===== config.mk =====
export PLATFORM = sky130hd
export DESIGN_NAME = timer_scheduler_flat
export DESIGN_NICKNAME = d
export VERILOG_FILES = /design/src/rtl/timer_scheduler_if.sv /design/src/rtl/timer_scheduler.sv /design/src/flat_wrapper.sv
export SDC_FILE = /design/constraint.sdc
export NUM_CORES = 1
export LEC_CHECK = 0
export CAP_MARGIN = 5
export CORE_MARGIN = 1.5
export CORE_UTILIZATION = 41
export CTS_BUF_LIST = sky130_fd_sc_hd__clkbuf_4 sky130_fd_sc_hd__clkbuf_8 sky130_fd_sc_hd__clkbuf_16
export CTS_CLUSTER_DIAMETER = 60
export DETAILED_ROUTE_END_ITERATION = 7
export HOLD_SLACK_MARGIN = 0.08
export PLACE_DENSITY_LB_ADDON = 0.1
export SLEW_MARGIN = 10
export SYNTH_ARGS = -nofsm -noshare
export SYNTH_HDL_FRONTEND = slang
export SYNTH_SLANG_ARGS = --single-unit

===== constraint.sdc =====
create_clock -name clk -period 2.3 [get_ports clk]
set_input_delay 0.23 -clock clk [delete_from_list [all_inputs] [get_ports clk]]
set_output_delay 0.23 -clock clk [all_outputs]
set_load 0.03 [all_outputs]

===== src/rtl/timer_scheduler_if.sv =====
// Command port of the millisecond timer service: ARM/CANCEL requests from a
// requester (master) to the scheduler (slave), plus ready and error feedback.
interface timer_scheduler_if #(
  parameter int CNT_W = 16
);
  logic             cmd_valid;
  logic             cmd_ready;
  logic             cmd_op;
  logic [3:0]       cmd_ch;
  logic [CNT_W-1:0] cmd_ms;
  logic             cmd_periodic;
  logic             cmd_err;

  modport master (
    output cmd_valid, cmd_op, cmd_ch, cmd_ms, cmd_periodic,
    input  cmd_ready, cmd_err
  );

  modport slave (
    input  cmd_valid, cmd_op, cmd_ch, cmd_ms, cmd_periodic,
    output cmd_ready, cmd_err
  );
endinterface


===== src/rtl/timer_scheduler.sv =====
// Multi-channel millisecond timer: prescaler tick, one-channel-per-cycle sweep.
// Optional uptime counters enabled by defining TIMER_SCHEDULER_UPTIME_EN.
//
// state   | meaning
// S_IDLE  | accepting commands; leaves on a pending tick
// S_SWEEP | processes channel idx_q this cycle
// S_DONE  | one settling cycle before commands reopen
module timer_scheduler #(
  parameter int CLOCK_HZ = 25000000,
  parameter int NUM_CH   = 4,
  parameter int CNT_W    = 16
) (
  input  logic                clk,
  input  logic                rst,
  timer_scheduler_if.slave    cmd,
  output logic                tick_ms,
  output logic [NUM_CH-1:0]   expired,
  output logic [NUM_CH-1:0]   active
`ifdef TIMER_SCHEDULER_UPTIME_EN
  ,
  output logic [9:0]          uptime_ms,
  output logic [7:0]          uptime_s
`endif
);

  localparam int DIV   = CLOCK_HZ / 1000;
  localparam int PRE_W = (DIV > 1) ? $clog2(DIV) : 1;
  localparam int IDX_W = (NUM_CH > 1) ? $clog2(NUM_CH) : 1;
  localparam logic [PRE_W-1:0] PRE_MAX = PRE_W'(DIV - 1);
  localparam logic [IDX_W-1:0] IDX_MAX = IDX_W'(NUM_CH - 1);

  typedef enum logic [1:0] {S_IDLE, S_SWEEP, S_DONE} state_t;

  state_t                       state_q, state_d;
  logic [PRE_W-1:0]             pre_q, pre_d;
  logic                         tick_q, tick_d;
  logic                         pend_q, pend_d;
  logic [IDX_W-1:0]             idx_q, idx_d;
  logic [NUM_CH-1:0]            act_q, act_d;
  logic [NUM_CH-1:0]            per_q, per_d;
  logic [NUM_CH-1:0][CNT_W-1:0] remain_q, remain_d;
  logic [NUM_CH-1:0][CNT_W-1:0] reload_q, reload_d;
  logic [NUM_CH-1:0]            expired_q, expired_d;
  logic                         err_q, err_d;
  logic                         ready;
  logic                         accept;

  // A tick counts as pending in its own cycle so commands stay closed until the sweep ends.
  assign ready         = (state_q == S_IDLE) && !pend_q && !tick_q && rst;
  assign accept        = cmd.cmd_valid && ready;
  assign cmd.cmd_ready = ready;
  assign cmd.cmd_err   = err_q;
  assign tick_ms       = tick_q;
  assign expired       = expired_q;
  assign active        = act_q;

  always_comb begin
    pre_d     = (pre_q == PRE_MAX) ? '0 : pre_q + PRE_W'(1);
    tick_d    = (pre_q == PRE_MAX);
    pend_d    = pend_q | tick_q;
    state_d   = state_q;
    idx_d     = idx_q;
    act_d     = act_q;
    per_d     = per_q;
    remain_d  = remain_q;
    reload_d  = reload_q;
    expired_d = '0;
    err_d     = accept && (int'(cmd.cmd_ch) >= NUM_CH);

    case (state_q)
      S_IDLE: begin
        if (pend_q || tick_q) begin
          state_d = S_SWEEP;
          idx_d   = '0;
          pend_d  = 1'b0;
        end
      end
      S_SWEEP: begin
        if (idx_q == IDX_MAX) state_d = S_DONE;
        else                  idx_d   = idx_q + IDX_W'(1);
      end
      default: state_d = S_IDLE;
    endcase

    for (int i = 0; i < NUM_CH; i++) begin
      if (accept && int'(cmd.cmd_ch) == i) begin
        if (!cmd.cmd_op) begin
          act_d[i]    = 1'b1;
          per_d[i]    = cmd.cmd_periodic;
          reload_d[i] = cmd.cmd_ms;
          remain_d[i] = cmd.cmd_ms;
        end else begin
          act_d[i] = 1'b0;
        end
      end
      if (state_q == S_SWEEP && int'(idx_q) == i && act_q[i]) begin
        if (remain_q[i] <= CNT_W'(1)) begin
          expired_d[i] = 1'b1;
          // A zero reload still fires every tick rather than wrapping.
          if (per_q[i]) remain_d[i] = (reload_q[i] == '0) ? CNT_W'(1) : reload_q[i];
          else          act_d[i]    = 1'b0;
        end else begin
          remain_d[i] = remain_q[i] - CNT_W'(1);
        end
      end
    end
  end

  always_ff @(posedge clk) begin
    if (!rst) begin
      state_q   <= S_IDLE;
      pre_q     <= '0;
      tick_q    <= 1'b0;
      pend_q    <= 1'b0;
      idx_q     <= '0;
      act_q     <= '0;
      per_q     <= '0;
      remain_q  <= '0;
      reload_q  <= '0;
      expired_q <= '0;
      err_q     <= 1'b0;
    end else begin
      state_q   <= state_d;
      pre_q     <= pre_d;
      tick_q    <= tick_d;
      pend_q    <= pend_d;
      idx_q     <= idx_d;
      act_q     <= act_d;
      per_q     <= per_d;
      remain_q  <= remain_d;
      reload_q  <= reload_d;
      expired_q <= expired_d;
      err_q     <= err_d;
    end
  end

`ifdef TIMER_SCHEDULER_UPTIME_EN
  logic [9:0] upms_q, upms_d;
  logic [7:0] ups_q, ups_d;

  assign uptime_ms = upms_q;
  assign uptime_s  = ups_q;

  always_comb begin
    upms_d = upms_q;
    ups_d  = ups_q;
    if (tick_q) begin
      if (upms_q == 10'd999) begin
        upms_d = '0;
        ups_d  = ups_q + 8'd1;
      end else begin
        upms_d = upms_q + 10'd1;
      end
    end
  end

  always_ff @(posedge clk) begin
    if (!rst) begin
      upms_q <= '0;
      ups_q  <= '0;
    end else begin
      upms_q <= upms_d;
      ups_q  <= ups_d;
    end
  end
`endif

endmodule


===== src/flat_wrapper.sv =====
// flat-port wrapper written by rule: the top's interface ports become plain ports
module timer_scheduler_flat 
#(
  parameter int CLOCK_HZ = 25000000,
  parameter int NUM_CH   = 4,
  parameter int CNT_W    = 16
)
  (clk, rst, tick_ms, expired, active, cmd_cmd_valid, cmd_cmd_op, cmd_cmd_ch, cmd_cmd_ms, cmd_cmd_periodic, cmd_cmd_ready, cmd_cmd_err);
  timer_scheduler_if #(.CNT_W(CNT_W)) cmd_i ();
  input  logic clk;
  input  logic rst;
  output logic tick_ms;
  output logic [NUM_CH-1:0] expired;
  output logic [NUM_CH-1:0] active;
  input wire logic [$bits(cmd_i.cmd_valid)-1:0] cmd_cmd_valid;
  input wire logic [$bits(cmd_i.cmd_op)-1:0] cmd_cmd_op;
  input wire logic [$bits(cmd_i.cmd_ch)-1:0] cmd_cmd_ch;
  input wire logic [$bits(cmd_i.cmd_ms)-1:0] cmd_cmd_ms;
  input wire logic [$bits(cmd_i.cmd_periodic)-1:0] cmd_cmd_periodic;
  output wire logic [$bits(cmd_i.cmd_ready)-1:0] cmd_cmd_ready;
  output wire logic [$bits(cmd_i.cmd_err)-1:0] cmd_cmd_err;
  assign cmd_i.cmd_valid = cmd_cmd_valid;
  assign cmd_i.cmd_op = cmd_cmd_op;
  assign cmd_i.cmd_ch = cmd_cmd_ch;
  assign cmd_i.cmd_ms = cmd_cmd_ms;
  assign cmd_i.cmd_periodic = cmd_cmd_periodic;
  assign cmd_cmd_ready = cmd_i.cmd_ready;
  assign cmd_cmd_err = cmd_i.cmd_err;
  timer_scheduler #(.CLOCK_HZ(CLOCK_HZ), .NUM_CH(NUM_CH), .CNT_W(CNT_W)) u_core (.clk(clk), .rst(rst), .cmd(cmd_i), .tick_ms(tick_ms), .expired(expired), .active(active));
endmodule

# Word level (Yosys, flattened, before mapping)

Index checks and enable logic that the tools add are counted.

Add/sub/neg operators: 6
Magnitude comparators: 5
Eq/ne operators: 12
Mux-type cells: 53
Bitwise operators: 3
Reduce and logical (&&, ||, !) cells: 39

Operator list:

| cell                                                                                 | count |
|---|---|
| 16-bit two-way mux                                                                   | 24 |
| 16-bit by 1-bit <= comparator with 1-bit output (second input constant)              | 4 |
| 16-bit zero test                                                                     | 4 |
| 16-bit by 1-bit subtractor with 16-bit output (second input constant)                | 4 |
| 1-bit two-way mux                                                                    | 23 |
| 2-bit AND reduction                                                                  | 9 |
| 1-bit logical AND                                                                    | 17 |
| 15-bit by 1-bit adder with 15-bit output (second input constant)                     | 1 |
| 15-bit == test (second input constant)                                               | 1 |
| 4-bit by 3-bit == test with 1-bit output (second input constant)                     | 2 |
| 2-bit two-way mux                                                                    | 4 |
| 2-bit one-hot mux with 2 select lines                                                | 2 |
| 2-bit == test (second input constant)                                                | 3 |
| 2-bit by 1-bit == test with 1-bit output (second input constant)                     | 2 |
| 4-bit by 2-bit == test with 1-bit output (second input constant)                     | 1 |
| 4-bit by 3-bit greater-or-equal comparator with 1-bit output (second input constant) | 1 |
| 2-bit zero test                                                                      | 2 |
| 4-bit zero test                                                                      | 1 |
| 2-bit inequality test (second input constant)                                        | 2 |
| 3-bit AND reduction                                                                  | 1 |
| 2-bit by 1-bit adder with 2-bit output (second input constant)                       | 1 |
| 1-bit zero test                                                                      | 2 |
| 2-bit by 1-bit inequality test with 1-bit output (second input constant)             | 1 |
| 1-bit NOT                                                                            | 2 |
| other kinds (4)                                                                      | 4 |

Register bits after elaboration: 162
Input bits: 25
Output and inout bits: 11

# Logic depth before layout (Yosys ltp)

Word-level depth: 10
Gate-level depth with buffers: 9
Mapped depth without buffers: 7

# Worst setup path before layout

No wires, ideal clock.

Path type: register to register
Start point: reg u_core.state_q[0]
End point: reg u_core.remain_q[60] in the netlist's numbering
Data arrival time: 2.190 ns
Setup slack: -0.010 ns
Stages on the path, launching flop included: 10
Clock period less this slack: 2.310 ns
Cells stage by stage: dfxtp_1 buf_6 or4_4 buf_6 or4_4 buf_6 buf_6 nand2_1 a21oi_1 a211o_1

Word-level cells in the longest chain between the ends: 10
Elaborated cells between the ends (all ways): 13
Classes of those cells: eq/ne: 1; mux: 4; reduce/logical: 8

Ends and longest elaborated chain:

| what                            | line                   | RTL |
|---|---|---|
| start, declared                 | timer_scheduler.sv:34  | `state_t state_q, state_d;` |
| start signal, assigned          | timer_scheduler.sv:123 | `state_q <= state_d;` |
| 2-bit zero test                 | timer_scheduler.sv:49  | `assign ready = (state_q == S_IDLE) && !pend_q && !tick_q && rst;` |
| 1-bit logical AND (3 in series) | timer_scheduler.sv:49  |  |
| 1-bit logical AND               | timer_scheduler.sv:50  | `assign accept = cmd.cmd_valid && ready;` |
| 1-bit logical AND               | timer_scheduler.sv:86  | `if (accept && int'(cmd.cmd_ch) == i) begin` |
| 16-bit two-way mux              | timer_scheduler.sv:86  |  |
| 16-bit two-way mux              | timer_scheduler.sv:100 | `if (per_q[i]) remain_d[i] = (reload_q[i] == '0) ? CNT_W'(1) : reload_q[i];` |
| 16-bit two-way mux              | timer_scheduler.sv:97  | `if (remain_q[i] <= CNT_W'(1)) begin` |
| 16-bit two-way mux (*)          | timer_scheduler.sv:96  | `if (state_q == S_SWEEP && int'(idx_q) == i && act_q[i]) begin` |
| end signal, assigned            | timer_scheduler.sv:130 | `remain_q <= remain_d;` |
| end, declared                   | timer_scheduler.sv:41  | `logic [NUM_CH-1:0][CNT_W-1:0] remain_q, remain_d;` |

Every way passes the cells marked *; elsewhere a longest branch is shown, timed or not.
A chain may end at the register's enable or synchronous reset.

# Final worst setup path

Start point: reg u_core.remain_q[46] in the netlist's numbering
End point: reg u_core.remain_q[32] in the netlist's numbering

Word-level cells in the longest chain between the ends: 3

Ends and longest elaborated chain:

| what                                            | line |
|---|---|
| 16-bit by 1-bit <= comparator with 1-bit output | timer_scheduler.sv:97 |
| 16-bit two-way mux                              | timer_scheduler.sv:97 |
| 16-bit two-way mux                              | timer_scheduler.sv:96 |

Every way passes these cells.

==> metrics <==
root buffer cell=clkbuf_16; hold crit path type=reg -> reg; global route overflow=0; port buffer count=35; DR pass1 iterations=5; largest net degree at the start of global routing=58; final core occ=0.515; switching power=1540 µW; Worst-path clk slew=0.07 ns; Synth cell types=73; critical path launch point type=flip-flop; fin worst setup slack=0.0311 ns; cell taking the most area after synthesis=dfxtp_1; vias per inst=5.70; first-pass GRT wire length=44200 µm; Reg2Reg Launch Point=u_core.remain_q[46]; CTS tree=yes; clk_lat worst skew=0.43 ns; CTS Buf Count=17; Max Fclk=441 MHz; DR WL/cell=18.6 µm; peak supply drop=0.487 mV; Setup Skew=0.00794 ns; drt total wl=27500 µm; synthesized net count=1120; Routed Antenna Nets=0; Cell Int Power=4800 µW; Max transition margin=0.535; vias in the first global route=8073; Setup-failing EPs final=0; P&R area growth vs syn=23.9%; HPWL Detailed=19300 µm; clock share of power=0.475; post-synthesis register bit count=162; worst hold start=u_core.pre_q[0]; Comb power frac=0.077; fraction of layout instances using a drive strength above 1=0.168; most instantiated cells after synthesis=203 x nand2_1, 162 x dfxtp_1, 112 x a21oi_1; Hold WS=0.462 ns; Ys Warns=0; Yosys top cell area share=0.372; Post-synth ARST share=0; Reg power frac=0.447; gr usage total=0.256; gpl congestion=0.843; Final Cycle Share=0.986; Static Leak=0.00432 µW; Avg Inst Size Synth=8.05 µm²; Core Region=21000 µm²; Initial Util=0.416; DIE WIDTH=149 µm; Worst EP arrival=2.60 ns; hold buffer count at cts=0; die area=22100 µm²; io pins=36; FILL cells=2085; Final Hold Vio Count=0; dpl ws=-0.289 ns; status=completed; DRC=0; max-cap violation count=0; Syn Inst Count=1082; Required @ worst endpoint=2.63 ns; multi-input logic area=5120 µm²; worst-path maximum fanout=9; Setup TNS Final=0 ns; initial antenna violation count=0; Top FF cell, synth=dfxtp_1; Net Sw Frac=0.243; Post-CTS Setup Bufs=0; most instantiated library cell after synthesis=nand2_1; Post-synth EDFFs=0; Die Y=149 µm; fin crit period=2.27 ns; crit end category=flip-flop; PD cells=589 nW/µm²; Critical path origin=u_core.remain_q[46]; largest cells by area after synthesis=dfxtp_1 37%, nand2_1 8.8%, a21oi_1 6.4%; mapped cell area=8710 µm²; Antenna Cells=0; CTS H-tree depth=4; vias=8447; Seq/Total Area, Yosys=0.372; Clock Sink Count=162; count of pins over their slew limit=0; Clock Path Buffers=2; WS Path Type=reg -> reg; Least-Margin Pin Slew=0.692 ns; Rows=53; RSZ-0062 raised after global routing=true; initial DRC count=546; Post-layout nets=1233; register area=3240 µm²
[sequential cells by signal, indices dropped and copies added (netlist names), 2 cells and up]
signal,count
u_core.reload_q,64
u_core.remain_q,64
u_core.pre_q,15
u_core.active,4
u_core.expired,4
u_core.per_q,4
u_core.idx_q,2
u_core.state_q,2
[cells in the final DEF (no fill, tap or decap), types with 17 or more instances in the layout]
master | netlist | final
a21boi_0 | 20 | 20
a21oi_1 | 112 | 112
buf_4 | 1 | 122
clkbuf_16 | 0 | 17
clkdlybuf4s50_1 | 0 | 34
dfxtp_1 | 162 | 162
nand2_1 | 203 | 203
nand3_1 | 21 | 21
nor2_1 | 69 | 69
nor3_1 | 24 | 24
nor4_1 | 39 | 35
o21ai_0 | 30 | 30
xnor2_1 | 30 | 30
xor2_1 | 26 | 26
[repair_timing]
action | 4_1_cts | 5_1_grt
gates resized for setup | 2 | 6
endpoints found under the setup margin | 9 | 13
endpoints found under the hold margin | 0 | 0
[stage by stage]
step                total power, µW  cells  cell area [µm²]
floorplan                      3150   1082             8710
global placement               3390   1451            10100
detailed placement             3390   1451            10100
CTS                            6390   1483            10700
global route                   6550   1483            10800
finish                         6350   1483            10800
[critical path: stages (launching register included)]
cell	delay (ns)
dfxtp_1	0.32
or4_4	0.54
or4_4	0.57
o31ai_4	0.30
buf_12	0.18
a32oi_1	0.08
and3_1	0.18
[logic make-up after synthesis]
kind of cell,synth area share
AO/OA/AOI/OAI,0.216
XOR/XNOR,0.0563
adder cells (fa/ha/maj),0.0187
buffers and inverters,0.0450
flip-flops,0.372
multiplexers,0.0289
AND/OR/NAND/NOR,0.263
[worst paths after layout]
path	slack (ns)	depth (start not counted)	endpoint
max	0.03	6	u_core.remain_q[32]
min	0.46	1	u_core.pre_q[0]
max reg2reg	0.03	6	u_core.remain_q[32]
min reg2reg	0.46	1	u_core.pre_q[0]
[power by group through the flow]
stage,clock network [µW],registers (µW),logic (µW)
after floorplan,0,2900,248
after global placement,0,2900,485
after detailed placement,0,2900,484
after CTS,3070,2840,487
after global routing,3190,2840,527
final,3020,2840,491
[metal layers]
| metal | track usage | vias up | wire length (µm) |
|---|---|---|---|
| met4 | 0.0752 | 0 | 508 |
| met1 | 0.355 | 4036 | 13100 |
| li1 | - | 4169 | - |
| met2 | 0.412 | 206 | 12800 |
| met3 | 0.0352 | 36 | 1170 |
| met5 | 0 | - | 0 |
[layout make-up]
class | instances | area share
multi-input cells | 833 | 0.474
clock buffers | 20 | 0.0427
clock inverters | 12 | 0.0145
flip-flops and latches | 162 | 0.301
inverters | 18 | 0.00638
repair buffers | 163 | 0.129
well taps | 275 | 0.0319
(Power assumes the default switching activity.)
